$ cat src/rtl/change_stim_gen_pkg.sv
// Shared types and constants for the idx/data stimulus generator.
// Holds the sequence-mode and FSM encodings plus the LFSR step function.
package change_stim_pkg;

    typedef enum logic [1:0] {
        MODE_WALK   = 2'd0,
        MODE_LFSR   = 2'd1,
        MODE_SWEEP  = 2'd2,
        MODE_TOGGLE = 2'd3
    } mode_e;

    typedef enum logic [1:0] {
        IDLE = 2'd0,
        RUN  = 2'd1,
        DONE = 2'd2
    } state_e;

    localparam logic [14:0] WALK_INIT     = 15'h0001;
    localparam logic [14:0] SWEEP_PATTERN = 15'h2AAA;
    localparam logic [14:0] TOGGLE_MASK   = 15'h0008;
    localparam logic [3:0]  TOGGLE_IDX    = 4'd3;

    // Fibonacci LFSR, polynomial x^15 + x^14 + 1.
    function automatic logic [14:0] lfsr15_next(input logic [14:0] cur);
        return {cur[13:0], cur[14] ^ cur[13]};
    endfunction

endpackage

$ cat src/rtl/change_stim_gen_if.sv
// idx/data stimulus bus: start/mode request in, status and driven values out.
// The generator is the master; monitors and the requester sit on the slave side.
interface change_stim_gen_if;

    logic        start;
    logic [1:0]  mode;
    logic        busy;
    logic        done;
    logic        upd;
    logic [5:0]  step;
    logic [3:0]  idx;
    logic [14:0] data;

    modport master (
        input  start,
        input  mode,
        output busy,
        output done,
        output upd,
        output step,
        output idx,
        output data
    );

    modport slave (
        output start,
        output mode,
        input  busy,
        input  done,
        input  upd,
        input  step,
        input  idx,
        input  data
    );

endinterface

$ cat src/rtl/change_stim_gen_hold_timer.sv
// Update cadence timer: a load restarts a HOLD-cycle window, tick marks its last cycle.
// Latency: tick is high in the cycle before the edge HOLD cycles after the load; no backpressure.
module stim_hold_timer #(
    parameter int HOLD = 3
) (
    input  logic clk,
    input  logic rst,
    input  logic load_i,
    input  logic en_i,
    output logic tick_o
);

    localparam logic [3:0] RELOAD = 4'(HOLD - 1);

    logic [3:0] cnt_q;
    logic [3:0] cnt_d;

    always_comb begin
        cnt_d = cnt_q;
        if (load_i) begin
            cnt_d = RELOAD;
        end else if (cnt_q != 4'd0) begin
            cnt_d = cnt_q - 4'd1;
        end
    end

    always_ff @(posedge clk) begin
        if (rst) begin
            cnt_q <= 4'd0;
        end else begin
            cnt_q <= cnt_d;
        end
    end

    // Reaching zero means the next edge is exactly HOLD cycles after the load.
    assign tick_o = en_i && (cnt_q == 4'd0);

endmodule

$ cat src/rtl/change_stim_gen.sv
// Scripted idx/data stimulus generator: one sequence of NUM_STEPS updates, HOLD cycles apart, per start.
// Latency: first update on the start edge, done NUM_STEPS*HOLD edges later; start ignored unless idle.
module change_stim_gen
    import change_stim_pkg::*;
#(
    parameter int          HOLD      = 3,
    parameter int          NUM_STEPS = 8,
    parameter logic [14:0] SEED      = 15'h0001
) (
    input  logic              clk,
    input  logic              rst,
    change_stim_gen_if.master bus
);

    localparam logic [14:0] SEED_EFF  = (SEED == 15'h0000) ? 15'h0001 : SEED;
    localparam logic [5:0]  LAST_STEP = 6'(NUM_STEPS);

    state_e      state_q, state_d;
    mode_e       mode_q, mode_d;
    logic [3:0]  idx_q, idx_d;
    logic [14:0] data_q, data_d;
    logic [5:0]  step_q, step_d;
    logic        upd_q, upd_d;
    logic        timer_load;
    logic        timer_tick;
    logic        running;
    logic [14:0] lfsr_nxt;
    mode_e       start_mode;

    assign running    = (state_q == RUN);
    assign lfsr_nxt   = lfsr15_next(data_q);
    assign start_mode = mode_e'(bus.mode);

    stim_hold_timer #(
        .HOLD (HOLD)
    ) u_hold_timer (
        .clk    (clk),
        .rst    (rst),
        .load_i (timer_load),
        .en_i   (running),
        .tick_o (timer_tick)
    );

    always_comb begin
        state_d    = state_q;
        mode_d     = mode_q;
        idx_d      = idx_q;
        data_d     = data_q;
        step_d     = step_q;
        upd_d      = 1'b0;
        timer_load = 1'b0;

        case (state_q)
            IDLE: begin
                if (bus.start) begin
                    state_d    = RUN;
                    mode_d     = start_mode;
                    step_d     = 6'd1;
                    upd_d      = 1'b1;
                    timer_load = 1'b1;
                    case (start_mode)
                        MODE_WALK: begin
                            data_d = WALK_INIT;
                            idx_d  = 4'd0;
                        end
                        MODE_LFSR: begin
                            data_d = SEED_EFF;
                            idx_d  = SEED_EFF[3:0];
                        end
                        MODE_SWEEP: begin
                            data_d = SWEEP_PATTERN;
                            idx_d  = 4'd0;
                        end
                        default: begin
                            data_d = 15'h0000;
                            idx_d  = TOGGLE_IDX;
                        end
                    endcase
                end
            end

            RUN: begin
                if (timer_tick) begin
                    // The final update still owns a full HOLD window before DONE.
                    if (step_q == LAST_STEP) begin
                        state_d = DONE;
                    end else begin
                        step_d     = step_q + 6'd1;
                        upd_d      = 1'b1;
                        timer_load = 1'b1;
                        case (mode_q)
                            MODE_WALK: begin
                                data_d = {data_q[13:0], data_q[14]};
                            end
                            MODE_LFSR: begin
                                data_d = lfsr_nxt;
                                idx_d  = lfsr_nxt[3:0];
                            end
                            MODE_SWEEP: begin
                                idx_d = idx_q + 4'd1;
                            end
                            default: begin
                                data_d = data_q ^ TOGGLE_MASK;
                            end
                        endcase
                    end
                end
            end

            DONE: begin
                state_d = IDLE;
            end

            default: begin
                state_d = IDLE;
            end
        endcase
    end

    always_ff @(posedge clk) begin
        if (rst) begin
            state_q <= IDLE;
            mode_q  <= MODE_WALK;
            idx_q   <= 4'd0;
            data_q  <= 15'h0000;
            step_q  <= 6'd0;
            upd_q   <= 1'b0;
        end else begin
            state_q <= state_d;
            mode_q  <= mode_d;
            idx_q   <= idx_d;
            data_q  <= data_d;
            step_q  <= step_d;
            upd_q   <= upd_d;
        end
    end

    assign bus.busy = running;
    assign bus.done = (state_q == DONE);
    assign bus.upd  = upd_q;
    assign bus.step = step_q;
    assign bus.idx  = idx_q;
    assign bus.data = data_q;

endmodule

$ cat src/flat_wrapper.sv
// flat-port wrapper written by rule: the top's interface ports become plain ports
module change_stim_gen_flat import change_stim_pkg::*;
#(
    parameter int          HOLD      = 3,
    parameter int          NUM_STEPS = 8,
    parameter logic [14:0] SEED      = 15'h0001
)
  (clk, rst, bus_start, bus_mode, bus_busy, bus_done, bus_upd, bus_step, bus_idx, bus_data);
  change_stim_gen_if bus_i ();
  input  logic clk;
  input  logic rst;
  input wire logic [$bits(bus_i.start)-1:0] bus_start;
  input wire logic [$bits(bus_i.mode)-1:0] bus_mode;
  output wire logic [$bits(bus_i.busy)-1:0] bus_busy;
  output wire logic [$bits(bus_i.done)-1:0] bus_done;
  output wire logic [$bits(bus_i.upd)-1:0] bus_upd;
  output wire logic [$bits(bus_i.step)-1:0] bus_step;
  output wire logic [$bits(bus_i.idx)-1:0] bus_idx;
  output wire logic [$bits(bus_i.data)-1:0] bus_data;
  assign bus_i.start = bus_start;
  assign bus_i.mode = bus_mode;
  assign bus_busy = bus_i.busy;
  assign bus_done = bus_i.done;
  assign bus_upd = bus_i.upd;
  assign bus_step = bus_i.step;
  assign bus_idx = bus_i.idx;
  assign bus_data = bus_i.data;
  change_stim_gen #(.HOLD(HOLD), .NUM_STEPS(NUM_STEPS), .SEED(SEED)) u_core (.clk(clk), .rst(rst), .bus(bus_i));
endmodule
$ cat config.mk
export PLATFORM = sky130hd
export DESIGN_NAME = change_stim_gen_flat
export DESIGN_NICKNAME = d
export VERILOG_FILES = /design/src/rtl/change_stim_gen_pkg.sv /design/src/rtl/change_stim_gen_if.sv /design/src/rtl/change_stim_gen_hold_timer.sv /design/src/rtl/change_stim_gen.sv /design/src/flat_wrapper.sv
export SDC_FILE = /design/constraint.sdc
export NUM_CORES = 1
export LEC_CHECK = 0
export CORE_UTILIZATION = 30
export DETAILED_ROUTE_END_ITERATION = 16
export PLACE_DENSITY = 0.54
export SLEW_MARGIN = 20
export SYNTH_ARGS = -nofsm -noshare
export SYNTH_HDL_FRONTEND = slang
export SYNTH_SLANG_ARGS = --single-unit
$ cat constraint.sdc
create_clock -name clk -period 5.23 [get_ports clk]
set_input_delay 1.046 -clock clk [delete_from_list [all_inputs] [get_ports clk]]
set_output_delay 1.046 -clock clk [all_outputs]
set_load 0.02 [all_outputs]
==> out/metrics.cfg, run 1 <==
[worst_setup_path]
cp-start-kind=register
critPathTopFamily=buffers and inverters
path_class=register to output pin
cp-end-kind=output pin
slowest_delay_ns=0.69
path_buf_inv=2
worstPathArrival_ns=2.05
required_ns=4.18
crit_chain=nand2b_2 > inv_1 > clkdlybuf4s50_1
worst_path_max_delay_cell=clkdlybuf4s50_1
cp_max_fo=14

[drt]
antenna_left=0
drt_wl_total_mm=4.327
dr.first_iter.drc_count=93
drc=0
dr.pass1.iters=4
routedWlPerCell_um=14.38
vias=1627
vias_per_cell=5.405

[power_and_ir_drop]
pwr_density_cell_mw_per_mm2=300.5
leakagePower_nw=0.7623
vdd_drop_max_mv=0.09515

[timing]
slew_headroom_pct=39.92
finalClockSkew_ns=0.008155
fin_setup_tns_ns=0
slew_violations=0
max_clock_freq_mhz=323.0
finalSetupViolCount=0
period_share_pct=59.20
period_needed_ns=3.096
finalHoldViolCount=0
fin_ws_ns=2.134
hold_slack_ns=0.4968
rsz0062_at_grt=false
worstMarginPinSlew_ns=0.9012

[global_route]
grt.overflow.total=0
grt_pass1_vias=1484
grt_pass1_wl_mm=7.238
grt_max_degree=33
grt_use_total_pct=15.06
grt_antenna_before_repair=0

[clocking]
ctsResizeCount=0
cts_tree=yes
cts.sinks=34
cts.path.max_buffers=2
cts_setup_buffers=0
cts_root_buf=clkbuf_8
cts-htree-levels=2
cts.clk_slew.worst_paths_ns=0.07
cts_hold_buffers=0
clk_latency_ns=0.29
numCtsBuffers=5

[placed_design]
place_ws_ns=2.111
place_inst=292
dpl.hpwl_mm=2.953
place_congestion=0.7412
port_buffers=32

[floorplan]
num_rows=27
die_h_um=77.95
die_w_um=77.95
io_pins=33
initial_core_util_pct=31.23
dieArea_mm2=0.006075
core_area_mm2=0.005540

[synthesis]
async_flop_share_pct=0
ys_seq_elements=34
postSynthCellCount=200
synth_ff_type=dfxtp_1
synth-edff-count=0
yosysSeqAreaShare_pct=39.33
avgSynthCellArea_um2=8.652
synth_area_mm2=0.001730
yosysWarnings=0
synth_nets=211
synth.distinct_cells=47

[cells_and_area]
syn_to_final_growth_pct=27.77
n_fill_cell=586
layout-drive-gt1-share_pct=8.734
final_nets=239
fin_cells=301
n_antenna_cell=0

[outcome]
outcome=finished, final reports clean

[job]
maxCapViolations=0

[worst_hold_path]
hold_class=register to register

-- registers in the layout, indices dropped and copies added, names as in the netlist --
register	cells
u_core.bus.step	6
u_core.mode_q	2
u_core.u_hold_timer.cnt_q	4
u_core.bus.upd	1
u_core.state_q	2
u_core.bus.idx	4
u_core.bus.data	15
-- path summary, 6_finish.rpt --
path                                       end  slack (ns)  cells past startpoint              start
setup / recovery                      bus_busy        2.13                      3  u_core.state_q[1]
hold / removal                u_core.mode_q[1]        0.50                      2   u_core.mode_q[1]
setup reg to reg  u_core.u_hold_timer.cnt_q[2]        2.95                      5  u_core.state_q[1]
hold reg to reg               u_core.mode_q[1]        0.50                      2   u_core.mode_q[1]
-- power by group --
part / internal [W] / switching, W / total (W)
Clock: 0.000140 / 0.000100 / 0.000241
Combinational: 0.0000541 / 0.0000790 / 0.000133
Sequential: 0.000274 / 0.0000169 / 0.000291
Total: 0.000468 / 0.000196 / 0.000664
-- metal layers --
| layer | GRT usage, % | vias up | routed length [um] |
|---|---|---|---|
| met5 | 0 | - | 0 |
| met4 | 6.481 | 0 | 97 |
| met3 | 4.118 | 9 | 208 |
| met2 | 21.24 | 44 | 1850 |
| met1 | 21.21 | 747 | 2171 |
| li1 | - | 827 | - |
-- stage by stage --
| step | power [W] | utilization [%] | area [um2] |
|---|---|---|---|
| final | 0.0006643 | 39.91 | 2211 |
| after global routing | 0.0006993 | 39.91 | 2211 |
| after CTS | 0.0006706 | 39.77 | 2203 |
| after detailed placement | 0.0004288 | 37.80 | 2095 |
| after global placement | 0.0004284 | 37.80 | 2095 |
| after floorplan | 0.0003822 | - | 1730 |
-- Yosys cell counts, types with 2 or more instances --
| master | instances | area, um2 |
|---|---|---|
| a31oi_1 | 3 | 18.77 |
| or3b_2 | 2 | 17.52 |
| xor2_1 | 2 | 17.52 |
| inv_1 | 7 | 26.28 |
| nor3b_1 | 2 | 15.01 |
| nor2b_1 | 3 | 18.77 |
| nand4_1 | 9 | 56.30 |
| dfxtp_1 | 34 | 680.7 |
| ha_1 | 6 | 75.07 |
| nor3_1 | 8 | 40.04 |
| or4_1 | 2 | 15.01 |
| a21oi_1 | 22 | 110.1 |
| mux2i_1 | 2 | 20.02 |
| o31ai_1 | 3 | 22.52 |
| nand2_1 | 10 | 37.54 |
| nor2_1 | 11 | 41.29 |
| a311o_1 | 2 | 20.02 |
| or3_1 | 3 | 18.77 |
| a211oi_1 | 3 | 22.52 |
| nand3_1 | 4 | 20.02 |
| a221oi_1 | 3 | 26.28 |
| o21ai_0 | 14 | 70.07 |
| nand2b_1 | 2 | 12.51 |
| clkbuf_1 | 11 | 41.29 |
| nor4_1 | 4 | 25.02 |
| a2111oi_0 | 7 | 61.31 |
-- layout by cell type, fill, tap and decap left out, drive strengths merged, types with 3 or more instances in the layout --
cell / n
a2111oi: 7
a211oi: 3
a21oi: 23
a221oi: 3
a31oi: 3
clkbuf: 6
clkdlybuf4s50: 32
dfxtp: 34
ha: 6
inv: 7
nand2: 10
nand2b: 3
nand3: 4
nand4: 9
nor2: 11
nor2b: 3
nor3: 8
nor3b: 3
nor4: 5
o21ai: 16
o31ai: 3
or3: 3
-- cells by family after synthesis --
family | count (synthesis) | share of synthesized area, %
AOI/OAI and AO/OA | 70 | 27.12
and+or+nand+nor | 65 | 21.76
DFF | 34 | 39.33
buffers and inverters | 20 | 4.628
adders and majority gates | 6 | 4.338
muxes | 3 | 1.808
xor gates and xnor gates | 2 | 1.012
-- worst reg2reg max path, delay by kind of cell, from the launching register on --
kind | cells | cell delay (ns)
buf+inv | 1 | 0.29
flops | 1 | 0.40
compound gates | 2 | 0.98
simple gates | 2 | 0.54
-- layout make-up --
| cell class | count | area (um2) | share of cell area [%] |
|---|---|---|---|
| multi-input cells | 146 | 969.7 | 43.86 |
| flip-flops and latches | 34 | 680.7 | 30.79 |
| repair buffers | 34 | 335.3 | 15.17 |
| well taps | 72 | 90.09 | 4.075 |
| clock buffers | 5 | 68.82 | 3.113 |
| clock inverters | 3 | 40.04 | 1.811 |
| inverters | 7 | 26.28 | 1.188 |
Power figures use the tool's default switching activity.
==> run 2: changes to the inputs <==
==> constraint.sdc (replaced) <==
create_clock -name clk -period 3.2 [get_ports clk]
set_input_delay 0.64 -clock clk [delete_from_list [all_inputs] [get_ports clk]]
set_output_delay 0.64 -clock clk [all_outputs]
set_load 0.02 [all_outputs]
==> out/metrics.cfg, run 2 (synthesized netlist as in run 1, its figures left out) <==
[power_and_ir_drop]
pwr_density_cell_mw_per_mm2=462.3  ; +54%
finalPower_w=0.001024  ; +54%
vdd_drop_max_mv=0.2127  ; +120%
leakagePower_nw=0.7675  ; +0.68%

[placed_design]
port_buffers=32  ; unchanged
place_congestion=0.7271  ; -1.9%
place_inst=296  ; +1.4%
dpl.hpwl_mm=3.037  ; +2.8%
place_ws_ns=0.7960  ; -1.315 ns

[cells_and_area]
fin_util_pct=40.00  ; +0.090 points
n_antenna_cell=0  ; unchanged
syn_to_final_growth_pct=28.06
fin_cells=304  ; +1.0%
layout-drive-gt1-share_pct=9.483  ; +0.75 points
final_common_cell=dfxtp_1
largest_reg_flops=15  ; unchanged
n_fill_cell=582  ; -0.68%
final_nets=242  ; +1.3%
mostFrequentLayoutCells=34 x dfxtp_1, 32 x clkdlybuf4s50_1, 22 x a21oi_1

[worst_setup_path]
r2r-start=u_core.state_q[1]
worst_path_max_delay_cell=clkdlybuf4s50_1
path_buf_inv=2  ; unchanged
slowest_delay_ns=0.69  ; about the same
cp-start-kind=register
cp-startpoint=u_core.state_q[1]
required_ns=2.56  ; -1.62 ns
path_class=register to output pin
cp-end-kind=output pin
cp_max_fo=14  ; unchanged
critPathTopFamily=buffers and inverters
crit_chain=nand2b_2 > inv_1 > clkdlybuf4s50_1
worstPathArrival_ns=2.03  ; -0.02 ns

[drt]
drc=0  ; unchanged
top_layer=met4
antenna_left=0  ; unchanged
dr_wl_met3_um=203  ; -2.4%
dr.pass1.iters=4  ; unchanged
vias=1645  ; +1.1%
vias_per_cell=5.411  ; +0.11%
drt_wl_total_mm=4.405  ; +1.8%
met2_length_mm=1.940  ; +4.9%
routedWlPerCell_um=14.49  ; +0.80%
m1WireLength_mm=2.213  ; +1.9%
dr.first_iter.drc_count=64  ; -31%

[clocking]
cts.clk_slew.worst_paths_ns=0.07  ; about the same
clk_latency_ns=0.28  ; about the same
cts_setup_buffers=0  ; unchanged
cts.path.max_buffers=2  ; unchanged
cts-htree-levels=2  ; unchanged
numCtsBuffers=5  ; unchanged
cts_root_buf=clkbuf_8
cts_hold_buffers=0  ; unchanged
ctsResizeCount=0  ; unchanged
cts_tree=yes
cts.sinks=34  ; unchanged

[timing]
fin_ws_ns=0.5273  ; -1.606 ns
rsz0062_at_grt=false
period_share_pct=83.52
slew_violations=0  ; unchanged
finalSetupViolCount=0  ; unchanged
period_needed_ns=2.673
finalClockSkew_ns=0.007294  ; -0.0008605 ns
finalHoldViolCount=0  ; unchanged
worstMarginPinSlew_ns=0.7359  ; -0.1653 ns
fin_setup_tns_ns=0  ; unchanged
slew_headroom_pct=50.76  ; +11 points
max_clock_freq_mhz=374.2

[floorplan]
dieArea_mm2=0.006075  ; unchanged
initial_core_util_pct=31.23  ; unchanged
core_area_mm2=0.005540  ; unchanged
io_pins=33  ; unchanged
die_w_um=77.95  ; unchanged
num_rows=27  ; unchanged
die_h_um=77.95  ; unchanged

[global_route]
grt.overflow.total=0  ; unchanged
grt_use_total_pct=15.66  ; +0.60 points
grt_antenna_before_repair=0  ; unchanged
grt_pass1_wl_mm=7.507  ; +3.7%
grt_pass1_vias=1546  ; +4.2%
grt_max_degree=18  ; -45%

[job]
maxCapViolations=0  ; unchanged

[worst_hold_path]
hold_class=register to register
min_from=u_core.bus.data[9]

[outcome]
outcome=finished, final reports clean

## run 2: cell types whose count changed in the layout (fill, tap and decap cells not counted), sizes merged
cell / before / now
clkinv: 2 / 1
bufinv: 1 / 0
buf: 1 / 5
clkbuf: 6 / 7
## run 2: layer usage
metal  vias up  global-route usage, %
li1        829                      -
met1       770                  21.52
met2        41                  24.34
met3         5                  3.294
met4         0                  5.000
met5         -                      0
## run 2: cell type report
class                   count  area (um2)  share of cell area [%]
multi-input cells         146       969.7                   43.76
flip-flops and latches     34       680.7                   30.72
repair buffers             37       357.8                   16.15
well taps                  72       90.09                   4.065
clock buffers               7       86.33                   3.896
inverters                   7       26.28                   1.186
clock inverters             1       5.005                  0.2259
## run 2: worst reg2reg max path, stage by stage (launching register included)
cell and delay [ns]:
dfxtp_1 0.35, nand2b_2 0.32, inv_1 0.40, a21oi_2 0.24
buf_4 0.24, or4_1 0.47, a21oi_1 0.14
## run 2: worst paths after layout
kind                                             to  slack [ns]  cells after the start
worst min register to register  u_core.bus.data[10]        0.49                      2
worst min-delay path            u_core.bus.data[10]        0.49                      2
worst max-delay path                       bus_busy        0.53                      3
worst max register to register   u_core.bus.step[5]        0.99                      6
## run 2: power by group
part / total (W) / internal [W] / switching (W)
sequential: 0.000474 / 0.000447 / 0.0000267
clock: 0.000326 / 0.000174 / 0.000153
combinational: 0.000224 / 0.0000928 / 0.000131
total: 0.00102 / 0.000714 / 0.000311
## run 2: metrics by stage
stage	hold slack [ns]	area, um2
after floorplan	0.4530	1730
after global placement	0.4752	2125
after detailed placement	0.4805	2125
after CTS	0.4919	2216
after global routing	0.5259	2216
final	0.4935	2216
==> run 3: changes to the inputs <==
==> constraint.sdc (replaced) <==
create_clock -name clk -period 2.7 [get_ports clk]
set_input_delay 0.54 -clock clk [delete_from_list [all_inputs] [get_ports clk]]
set_output_delay 0.54 -clock clk [all_outputs]
set_load 0.02 [all_outputs]
==> out/metrics.cfg, run 3 (synthesized netlist as in run 1, its figures left out) <==
[outcome]
outcome=finished, final reports clean

[clocking]
cts.path.max_buffers=2  ; unchanged
cts_root_buf=clkbuf_8
clk_latency_ns=0.28  ; about the same
cts.clk_slew.worst_paths_ns=0.06  ; about the same
cts-htree-levels=2  ; unchanged
ctsResizeCount=0  ; unchanged
cts_tree=yes
cts_setup_buffers=0  ; unchanged
cts_hold_buffers=0  ; unchanged
numCtsBuffers=5  ; unchanged
cts.sinks=34  ; unchanged

[drt]
dr.first_iter.drc_count=76  ; +19%
dr.pass1.iters=5  ; +1
drc=0  ; unchanged
vias=1666  ; +1.3%
drt_wl_total_mm=4.493  ; +2.0%
antenna_left=0  ; unchanged
routedWlPerCell_um=14.64  ; +1.0%
vias_per_cell=5.427  ; +0.29%

[cells_and_area]
final_common_cell=dfxtp_1
n_fill_cell=580  ; -0.34%
layout-drive-gt1-share_pct=10.64  ; +1.2 points
fin_util_pct=40.54  ; +0.54 points
multi_input_area_um2=969.7  ; unchanged
mostFrequentLayoutCells=34 x dfxtp_1, 32 x clkdlybuf4s50_1, 22 x a21oi_1
largest_reg_flops=15  ; unchanged
regArea_um2=680.7  ; unchanged
syn_to_final_growth_pct=29.79
n_antenna_cell=0  ; unchanged
final_nets=245  ; +1.2%
fin_cells=307  ; +0.99%
stdcell_area_mm2=0.002246  ; +1.4%

[timing]
finalHoldViolCount=0  ; unchanged
max_clock_freq_mhz=441.9
finalClockSkew_ns=0.01003  ; +0.002735 ns
worstMarginPinSlew_ns=0.8175  ; +0.08155 ns
rsz0062_at_grt=false
slew_headroom_pct=45.30  ; -5.5 points
period_needed_ns=2.263
finalSetupViolCount=0  ; unchanged
fin_setup_tns_ns=0  ; unchanged
slew_violations=0  ; unchanged
period_share_pct=83.81

[power_and_ir_drop]
leakagePower_nw=0.7835  ; +2.1%
pwr_density_cell_mw_per_mm2=537.8  ; +16%
vdd_drop_max_mv=0.2383  ; +12%
finalPower_w=0.001208  ; +18%

[floorplan]
die_h_um=77.95  ; unchanged
dieArea_mm2=0.006075  ; unchanged
num_rows=27  ; unchanged
initial_core_util_pct=31.23  ; unchanged
die_w_um=77.95  ; unchanged
io_pins=33  ; unchanged
core_area_mm2=0.005540  ; unchanged

[worst_setup_path]
cp-end-kind=output pin
path_class=register to output pin
worstPathArrival_ns=1.72  ; -0.31 ns
worst_path_max_delay_cell=clkdlybuf4s50_1
required_ns=2.16  ; -0.40 ns
slowest_delay_ns=0.67  ; -0.02 ns
reg2reg_slack_ns=0.72  ; -0.27 ns
cp-start-kind=register
crit_chain=nand2b_2 > inv_1 > clkdlybuf4s50_1
cp_max_fo=9  ; -5

[global_route]
grt.overflow.total=0  ; unchanged
grt_antenna_before_repair=0  ; unchanged
grt-busiest-layer=met2
grt_pass1_vias=1522  ; -1.6%
grt_use_met3_pct=4.353  ; +1.1 points
grt_use_met2_pct=24.69  ; +0.35 points
grt_use_total_pct=15.88  ; +0.22 points
grt_pass1_wl_mm=7.631  ; +1.7%
grt_max_degree=18  ; unchanged
met1_usage_pct=20.80  ; -0.71 points

[placed_design]
placed_cell_area_mm2=0.002160  ; +1.6%
place_inst=299  ; +1.0%
port_buffers=32  ; unchanged
dpl.hpwl_mm=3.035  ; about the same
place_congestion=0.7199  ; -0.99%

[worst_hold_path]
hold_class=register to register

[job]
maxCapViolations=0  ; unchanged

run 3: cell count changes in the layout (fill, tap and decap cells not counted):
| cell | change |
|---|---|
| clkbuf_8 | -1 |
| clkinv_4 | +1 |
| buf_12 | +1 |
| buf_4 | +2 |
run 3: where the power goes:
| group | internal [W] | switching (W) | total (W) | leakage, nW |
|---|---|---|---|---|
| Sequential | 0.000530 | 0.0000312 | 0.000561 | 0.278 |
| Clock | 0.000182 | 0.000188 | 0.000370 | 0.0452 |
| Combinational | 0.000118 | 0.000158 | 0.000277 | 0.461 |
| Total | 0.000830 | 0.000378 | 0.00121 | 0.784 |
run 3: final timing paths:
check / startpoint / to / cells after the start
worst min register to register: u_core.mode_q[0] / u_core.mode_q[0] / 2
worst max register to register: u_core.u_hold_timer.cnt_q[1] / u_core.u_hold_timer.cnt_q[1] / 4
worst max-delay path: u_core.state_q[1] / bus_busy / 3
worst min-delay path: u_core.mode_q[0] / u_core.mode_q[0] / 2
run 3: area by class of cell:
type / instances / share of cell area (%)
Inverter: 7 / 1.170
Sequential cell: 34 / 30.31
Clock buffer: 6 / 3.231
Timing Repair Buffer: 40 / 17.49
Multi-Input combinational cell: 146 / 43.18
Tap cell: 72 / 4.011
Clock inverter: 2 / 0.6128
run 3: worst max-delay path: cells and delay by family, from the launching register on:
family,cells,cell delay (ns)
DFF,1,0.34
buffers and inverters,2,0.91
and+or+nand+nor,1,0.19
run 3: metrics by stage:
| stage | setup WS (ns) | hold WS, ns |
|---|---|---|
| finish | 0.4370 | 0.4884 |
| global route | 0.3717 | 0.5198 |
| CTS | 0.4325 | 0.4904 |
| detailed placement | 0.3870 | 0.4761 |
| global placement | 0.4220 | 0.4732 |
| floorplan | 0.8121 | 0.4530 |
run 3: per-layer routing:
layer	share of wire (%)	vias to the layer above	wire length, um
li1	-	838	-
met1	51	788	2309
met2	44	36	1989
met3	3.1	4	141
met4	1.2	0	53
met5	0	-	0
